`src/rtl/arm_shifter_seq_if.sv`:
```
// rtl/arm_shifter_seq_if.sv - operand/result handshake bundle for the iterative ARM shifter.
interface arm_shifter_seq_if #(
  parameter int WIDTH = 32
);
  logic             in_valid;
  logic             in_ready;
  logic [2:0]       op_type;
  logic [WIDTH-1:0] op_value;
  logic [7:0]       op_amount;
  logic             carry_in;
  logic             out_valid;
  logic             out_ready;
  logic [WIDTH-1:0] result;
  logic             carry_out;
  logic             out_err;

  modport master (
    output in_valid, op_type, op_value, op_amount, carry_in, out_ready,
    input  in_ready, out_valid, result, carry_out, out_err
  );

  modport slave (
    input  in_valid, op_type, op_value, op_amount, carry_in, out_ready,
    output in_ready, out_valid, result, carry_out, out_err
  );
endinterface

```
`src/rtl/arm_shifter_seq.sv`:
```
// rtl/arm_shifter_seq.sv - multi-cycle ARM shifter operand unit, at most STEP bits per clock.
module arm_shifter_seq #(
  parameter int WIDTH = 32,
  parameter int STEP  = 8
) (
  input logic               clk,
  input logic               reset,
  arm_shifter_seq_if.slave  bus
);
  typedef enum logic [1:0] {IDLE, SHIFT, DONE} state_t;

  localparam int RW = $clog2(WIDTH + 2);
  localparam int AW = $clog2(WIDTH);

  localparam logic [2:0] OP_LSL = 3'd0;
  localparam logic [2:0] OP_LSR = 3'd1;
  localparam logic [2:0] OP_ASR = 3'd2;
  localparam logic [2:0] OP_ROR = 3'd3;
  localparam logic [2:0] OP_RRX = 3'd4;
  localparam logic [2:0] OP_IMM = 3'd5;

  state_t           state_q;
  logic [WIDTH-1:0] val_q;
  logic [2:0]       type_q;
  logic             carry_q;
  logic             err_q;
  logic [RW-1:0]    rem_q;

  logic             accept;
  logic [WIDTH-1:0] ld_val_d;
  logic             ld_carry_d;
  logic             ld_err_d;
  logic [RW-1:0]    ld_rem_d;
  logic [AW-1:0]    ror_r;
  logic [AW-1:0]    imm_r;

  logic [RW-1:0]    step_s;
  logic [WIDTH-1:0] lsl_pre;
  logic [WIDTH-1:0] rsh_pre;
  logic [WIDTH-1:0] sh_val_d;
  logic             sh_carry_d;

  assign bus.in_ready  = ~reset & ((state_q == IDLE) | ((state_q == DONE) & bus.out_ready));
  assign accept        = bus.in_valid & bus.in_ready;
  assign bus.out_valid = (state_q == DONE);
  assign bus.result    = val_q;
  assign bus.carry_out = carry_q;
  assign bus.out_err   = err_q;

  // Everything the shift loop needs is decided here, once, on the accept edge.
  always_comb begin
    ld_val_d   = bus.op_value;
    ld_carry_d = bus.carry_in;
    ld_err_d   = 1'b0;
    ld_rem_d   = '0;
    ror_r      = bus.op_amount[AW-1:0];
    imm_r      = AW'({bus.op_amount[3:0], 1'b0});
    case (bus.op_type)
      OP_LSL, OP_LSR, OP_ASR: begin
        if (bus.op_amount > 8'(WIDTH + 1)) ld_rem_d = RW'(WIDTH + 1);
        else                               ld_rem_d = RW'(bus.op_amount);
      end
      OP_ROR: begin
        ld_rem_d = RW'(ror_r);
        if ((bus.op_amount != 8'd0) && (ror_r == '0)) ld_carry_d = bus.op_value[WIDTH-1];
      end
      OP_IMM: begin
        ld_val_d = WIDTH'(bus.op_value[7:0]);
        ld_rem_d = RW'(imm_r);
        // A full-turn rotate of a zero-extended byte leaves the top bit, which is 0.
        if ((bus.op_amount[3:0] != 4'd0) && (imm_r == '0)) ld_carry_d = 1'b0;
      end
      OP_RRX: begin
        ld_val_d   = {bus.carry_in, bus.op_value[WIDTH-1:1]};
        ld_carry_d = bus.op_value[0];
      end
      default: ld_err_d = 1'b1;
    endcase
  end

  always_comb begin
    step_s  = (rem_q > RW'(STEP)) ? RW'(STEP) : rem_q;
    lsl_pre = val_q << (step_s - RW'(1));
    rsh_pre = val_q >> (step_s - RW'(1));
    case (type_q)
      OP_LSL: begin
        sh_val_d   = val_q << step_s;
        sh_carry_d = lsl_pre[WIDTH-1];
      end
      OP_LSR: begin
        sh_val_d   = val_q >> step_s;
        sh_carry_d = rsh_pre[0];
      end
      OP_ASR: begin
        sh_val_d   = $signed(val_q) >>> step_s;
        sh_carry_d = rsh_pre[0];
      end
      default: begin
        sh_val_d   = (val_q >> step_s) | (val_q << (RW'(WIDTH) - step_s));
        sh_carry_d = rsh_pre[0];
      end
    endcase
  end

  always_ff @(posedge clk) begin
    if (reset) begin
      state_q <= IDLE;
      val_q   <= '0;
      type_q  <= 3'd0;
      carry_q <= 1'b0;
      err_q   <= 1'b0;
      rem_q   <= '0;
    end else if (accept) begin
      val_q   <= ld_val_d;
      type_q  <= bus.op_type;
      carry_q <= ld_carry_d;
      err_q   <= ld_err_d;
      rem_q   <= ld_rem_d;
      state_q <= (ld_rem_d != '0) ? SHIFT : DONE;
    end else begin
      case (state_q)
        SHIFT: begin
          val_q   <= sh_val_d;
          carry_q <= sh_carry_d;
          rem_q   <= rem_q - step_s;
          if (rem_q == step_s) state_q <= DONE;
        end
        DONE: begin
          if (bus.out_ready) state_q <= IDLE;
        end
        default: ;
      endcase
    end
  end
endmodule
```
`src/flat_wrapper.sv`:
```
// flat-port wrapper written by rule: the top's interface ports become plain ports
module arm_shifter_seq_flat 
#(
  parameter int WIDTH = 32,
  parameter int STEP  = 8
)
  (clk, reset, bus_in_valid, bus_op_type, bus_op_value, bus_op_amount, bus_carry_in, bus_out_ready, bus_in_ready, bus_out_valid, bus_result, bus_carry_out, bus_out_err);
  arm_shifter_seq_if #(.WIDTH(WIDTH)) bus_i ();
  input logic clk;
  input logic reset;
  input wire logic [$bits(bus_i.in_valid)-1:0] bus_in_valid;
  input wire logic [$bits(bus_i.op_type)-1:0] bus_op_type;
  input wire logic [$bits(bus_i.op_value)-1:0] bus_op_value;
  input wire logic [$bits(bus_i.op_amount)-1:0] bus_op_amount;
  input wire logic [$bits(bus_i.carry_in)-1:0] bus_carry_in;
  input wire logic [$bits(bus_i.out_ready)-1:0] bus_out_ready;
  output wire logic [$bits(bus_i.in_ready)-1:0] bus_in_ready;
  output wire logic [$bits(bus_i.out_valid)-1:0] bus_out_valid;
  output wire logic [$bits(bus_i.result)-1:0] bus_result;
  output wire logic [$bits(bus_i.carry_out)-1:0] bus_carry_out;
  output wire logic [$bits(bus_i.out_err)-1:0] bus_out_err;
  assign bus_i.in_valid = bus_in_valid;
  assign bus_i.op_type = bus_op_type;
  assign bus_i.op_value = bus_op_value;
  assign bus_i.op_amount = bus_op_amount;
  assign bus_i.carry_in = bus_carry_in;
  assign bus_i.out_ready = bus_out_ready;
  assign bus_in_ready = bus_i.in_ready;
  assign bus_out_valid = bus_i.out_valid;
  assign bus_result = bus_i.result;
  assign bus_carry_out = bus_i.carry_out;
  assign bus_out_err = bus_i.out_err;
  arm_shifter_seq #(.WIDTH(WIDTH), .STEP(STEP)) u_core (.clk(clk), .reset(reset), .bus(bus_i));
endmodule
```
`config.mk`:
```
export PLATFORM = sky130hd
export DESIGN_NAME = arm_shifter_seq_flat
export DESIGN_NICKNAME = d
export VERILOG_FILES = /design/src/rtl/arm_shifter_seq_if.sv /design/src/rtl/arm_shifter_seq.sv /design/src/flat_wrapper.sv
export SDC_FILE = /design/constraint.sdc
export NUM_CORES = 1
export LEC_CHECK = 0
export ABC_AREA = 1
export BUFFER_PORTS_ARGS = -buffer_cell sky130_fd_sc_hd__buf_4
export CORE_MARGIN = 2
export CORE_UTILIZATION = 40
export DETAILED_ROUTE_END_ITERATION = 6
export PLACE_DENSITY = 0.64
export SYNTH_ARGS = -nofsm -noshare
export SYNTH_HDL_FRONTEND = slang
export SYNTH_SLANG_ARGS = --single-unit
```
`constraint.sdc`:
```
create_clock -name clk -period 5.7 [get_ports clk]
set_input_delay 1.14 -clock clk [delete_from_list [all_inputs] [get_ports clk]]
set_output_delay 1.14 -clock clk [all_outputs]
set_load 0.02 [all_outputs]
```
==> metrics.csv <==
metric,value,unit
hold-critical path depth,2,
Post-CTS Setup Inserts,0,
Starting Density,40.5,%
Final Hold Vio Count,0,
# setup viols final,0,
hold crit path type,register to register,
wire length on met3,3630,um
Metal-1 WL,11800,um
"reg-to-reg slack, setup",1.64,ns
routed wirelength normalized by instance count,18.4,um
end of the worst register-to-register path,u_core.bus.result[27]$_SDFFE_PP0P_,
layout cells sized above 1,9.66,%
"Slew Viols, Final",0,
Die Height,135,um
Min-Delay Endpoint,u_core.type_q[0]$_SDFFE_PP0P_,
pin count of the biggest net entering global routing,66,
die width,135,um
routed wl met2,12600,um
Die ar.,18300,um2
core area,17100,um2
Worst Setup Path Type,register to register,
Fill cells,1945,
Max Freq,246,MHz
fin crit period,4.06,ns
via-per-instance ratio,5.97,
detailed placement HPWL,21900,um
hold_sp,u_core.type_q[0]$_SDFFE_PP0P_,
"Reg clk slew, reported paths",0.07,ns
PostCTS Resize Cnt,0,
remaining global-route overflow,0,
gr usage total,31.2,%
CTS Buf Count,5,
Setup TNS,0,ns
most frequent cells in the layout,"506 x nand2_1, 205 x nand3_1, 136 x inv_1, 100 x buf_4, 77 x a21oi_1",
antenna violations before repair,2,
power density cells,306,nW/um2
Slew HR,27.4,%
CP Capture Type,register,
Leakage,0.00383,uW
hold buffers post-CTS,0,
CTS tree,done,
Slew @ Worst Pin,1.09,ns
#FFs+latches synth,45,
post-route insts no fill,1592,
net count after synthesis,1399,
R2R Path Start,u_core.rem_q[4]$_SDFFE_PP0P_,
syn avg cell area,5.13,um2
Syn Inst Count,1346,
Via Count,9501,
RSZ-0062 raised after global routing,false,
CTS max path bufs,2,
starting DRC count in detailed routing,1607,
first-pass GRT wire length,45100,um
outcome,completed,
"Area growth, synth to finish",10.5,%
# H-tree levels,2,
ANT nets after route,0,
sequential area share after synthesis,13.0,%
CTS root buf,clkbuf_16,
Clock Sinks,45,
FF-to-FF path depth,14,
Worst EP required,5.87,ns
CP Max Fanout,26,
placed instance count,1584,
I/O pins,84,
routed wire length,29300,um
Clock Latency Late Sink,0.30,ns
Nets,1419,
Post-route DRC,0,
Top Metal Used,met4,
Std-Cell Rows,48,
Yosys cell types,48,
first drt pass iteration count,6,
Ys Warns,0,
vias in the first global route,8372,
PortBufs,83,
clock skew,0.00715,ns
crit share post-route,71.2,%
CP Launch Type,register,
routability congestion estimate,0.999,
"most common cell after layout, fill and taps aside",nand2_1,
ant diodes,0,
Max Cap Viol,0,
CP arrival,4.23,ns
cell area after synthesis,6910,um2
maximum VDD drop,0.171,mV
logic make-up (layout without fill, tap and decap cells):
group / after synthesis / in the layout / synth area share [%]
other cells: 1 / 1 / 0.0543
simple gates: 796 / 796 / 49.2
xor+xnor: 3 / 3 / 0.381
compound gates: 266 / 266 / 22.0
buf+inv: 229 / 250 / 14.2
mux: 1 / 1 / 0.145
fa+ha+maj: 5 / 5 / 0.906
flops: 45 / 45 / 13.0
routing by layer:
metal  vias up  track usage [%]
met4         0             13.6
li1       4511                -
met1      4276             42.6
met3       101             6.73
met5         -                0
met2       613             47.4
how the worst max path moves through the flow:
stage | startpoint | endpoint | slack [ns] | depth (start not counted)
final | u_core.rem_q[4]$_SDFFE_PP0P_ | u_core.bus.result[27]$_SDFFE_PP0P_ | 1.64 | 14
after global routing | u_core.rem_q[4]$_SDFFE_PP0P_ | u_core.bus.result[26]$_SDFFE_PP0P_ | 1.36 | 14
after CTS | u_core.rem_q[4]$_SDFFE_PP0P_ | u_core.bus.result[26]$_SDFFE_PP0P_ | 1.80 | 14
after detailed placement | u_core.rem_q[4]$_SDFFE_PP0P_ | u_core.bus.result[26]$_SDFFE_PP0P_ | 1.78 | 14
after global placement | u_core.rem_q[5]$_SDFFE_PP0P_ | u_core.bus.result[26]$_SDFFE_PP0P_ | 1.84 | 14
after floorplan | reset | bus_in_ready | 2.81 | 3
Yosys cell counts, drive strengths merged:
library cell  count  area [um2]
a41oi             1        8.76
a221oi            3        26.3
buf              52         317
inv             141         529
o22ai            23         144
nand2           512        1950
a31oi            15        93.8
o21ai           105         533
a21oi            78         394
dfxtp            45         901
nor2             48         208
clkinv            1        3.75
nand3           208        1060
nor3              4        31.3
clkbuf           35         131
conb              1        3.75
a211oi            1        7.51
or2               3        18.8
a2bb2oi           1        8.76
xor2              2        17.5
ha                5        62.6
o21a              3        22.5
o221ai            6        52.6
nand4            20         125
o31ai             1        7.51
and2              1        6.26
a31o              2        17.5
xnor2             1        8.76
o211ai           25         188
o311ai            2        17.5
mux2i             1        10.0
flip-flops by register name (all words and copies together) (netlist names):
register	count
u_core.bus.result	32
u_core.rem_q	6
u_core.type_q	3
u_core.state_q	2
u_core.bus.carry_out	1
u_core.bus.out_err	1
critical path: stages, from the launching register on:
cell     delay [ns]
dfxtp_1        0.35
nor2_4         0.32
nand3_2        0.50
ha_1           1.03
inv_1          0.61
nand3_1        0.31
o21ai_0        0.14
nand3_1        0.14
nand2_1        0.08
nand2_1        0.07
nand2_1        0.05
nand2_1        0.06
nand3_1        0.07
nand2_1        0.10
a21oi_1        0.08
stage by stage:
| step | area, um2 | hold slack [ns] | util (%) | worst slack [ns] | total power [uW] |
|---|---|---|---|---|---|
| floorplan | 6910 | 0.458 | - | 2.81 | 1530 |
| finish | 7630 | 0.496 | 44.7 | 1.64 | 2340 |
| CTS | 7630 | 0.495 | 44.7 | 1.80 | 2280 |
| detailed placement | 7490 | 0.486 | 43.9 | 1.78 | 1980 |
| global route | 7630 | 0.536 | 44.7 | 1.36 | 2500 |
| global placement | 7490 | 0.481 | 43.9 | 1.84 | 1990 |
final cells by class:
type	count	area, um2	share of cell area, %
Multi-Input combinational cell	1072	5020	65.8
Sequential cell	45	901	11.8
Timing Repair Buffer	100	751	9.84
Inverter	142	533	6.99
Tap cell	225	282	3.69
Clock buffer	7	133	1.74
Clock inverter	1	7.51	0.0984
power by group:
group | internal (uW) | total [uW] | switching, uW
Sequential | 356 | 407 | 51.7
Combinational | 489 | 1640 | 1150
Clock | 163 | 292 | 128
Total | 1010 | 2340 | 1330
No activity file was read; power rests on OpenSTA's default activity.
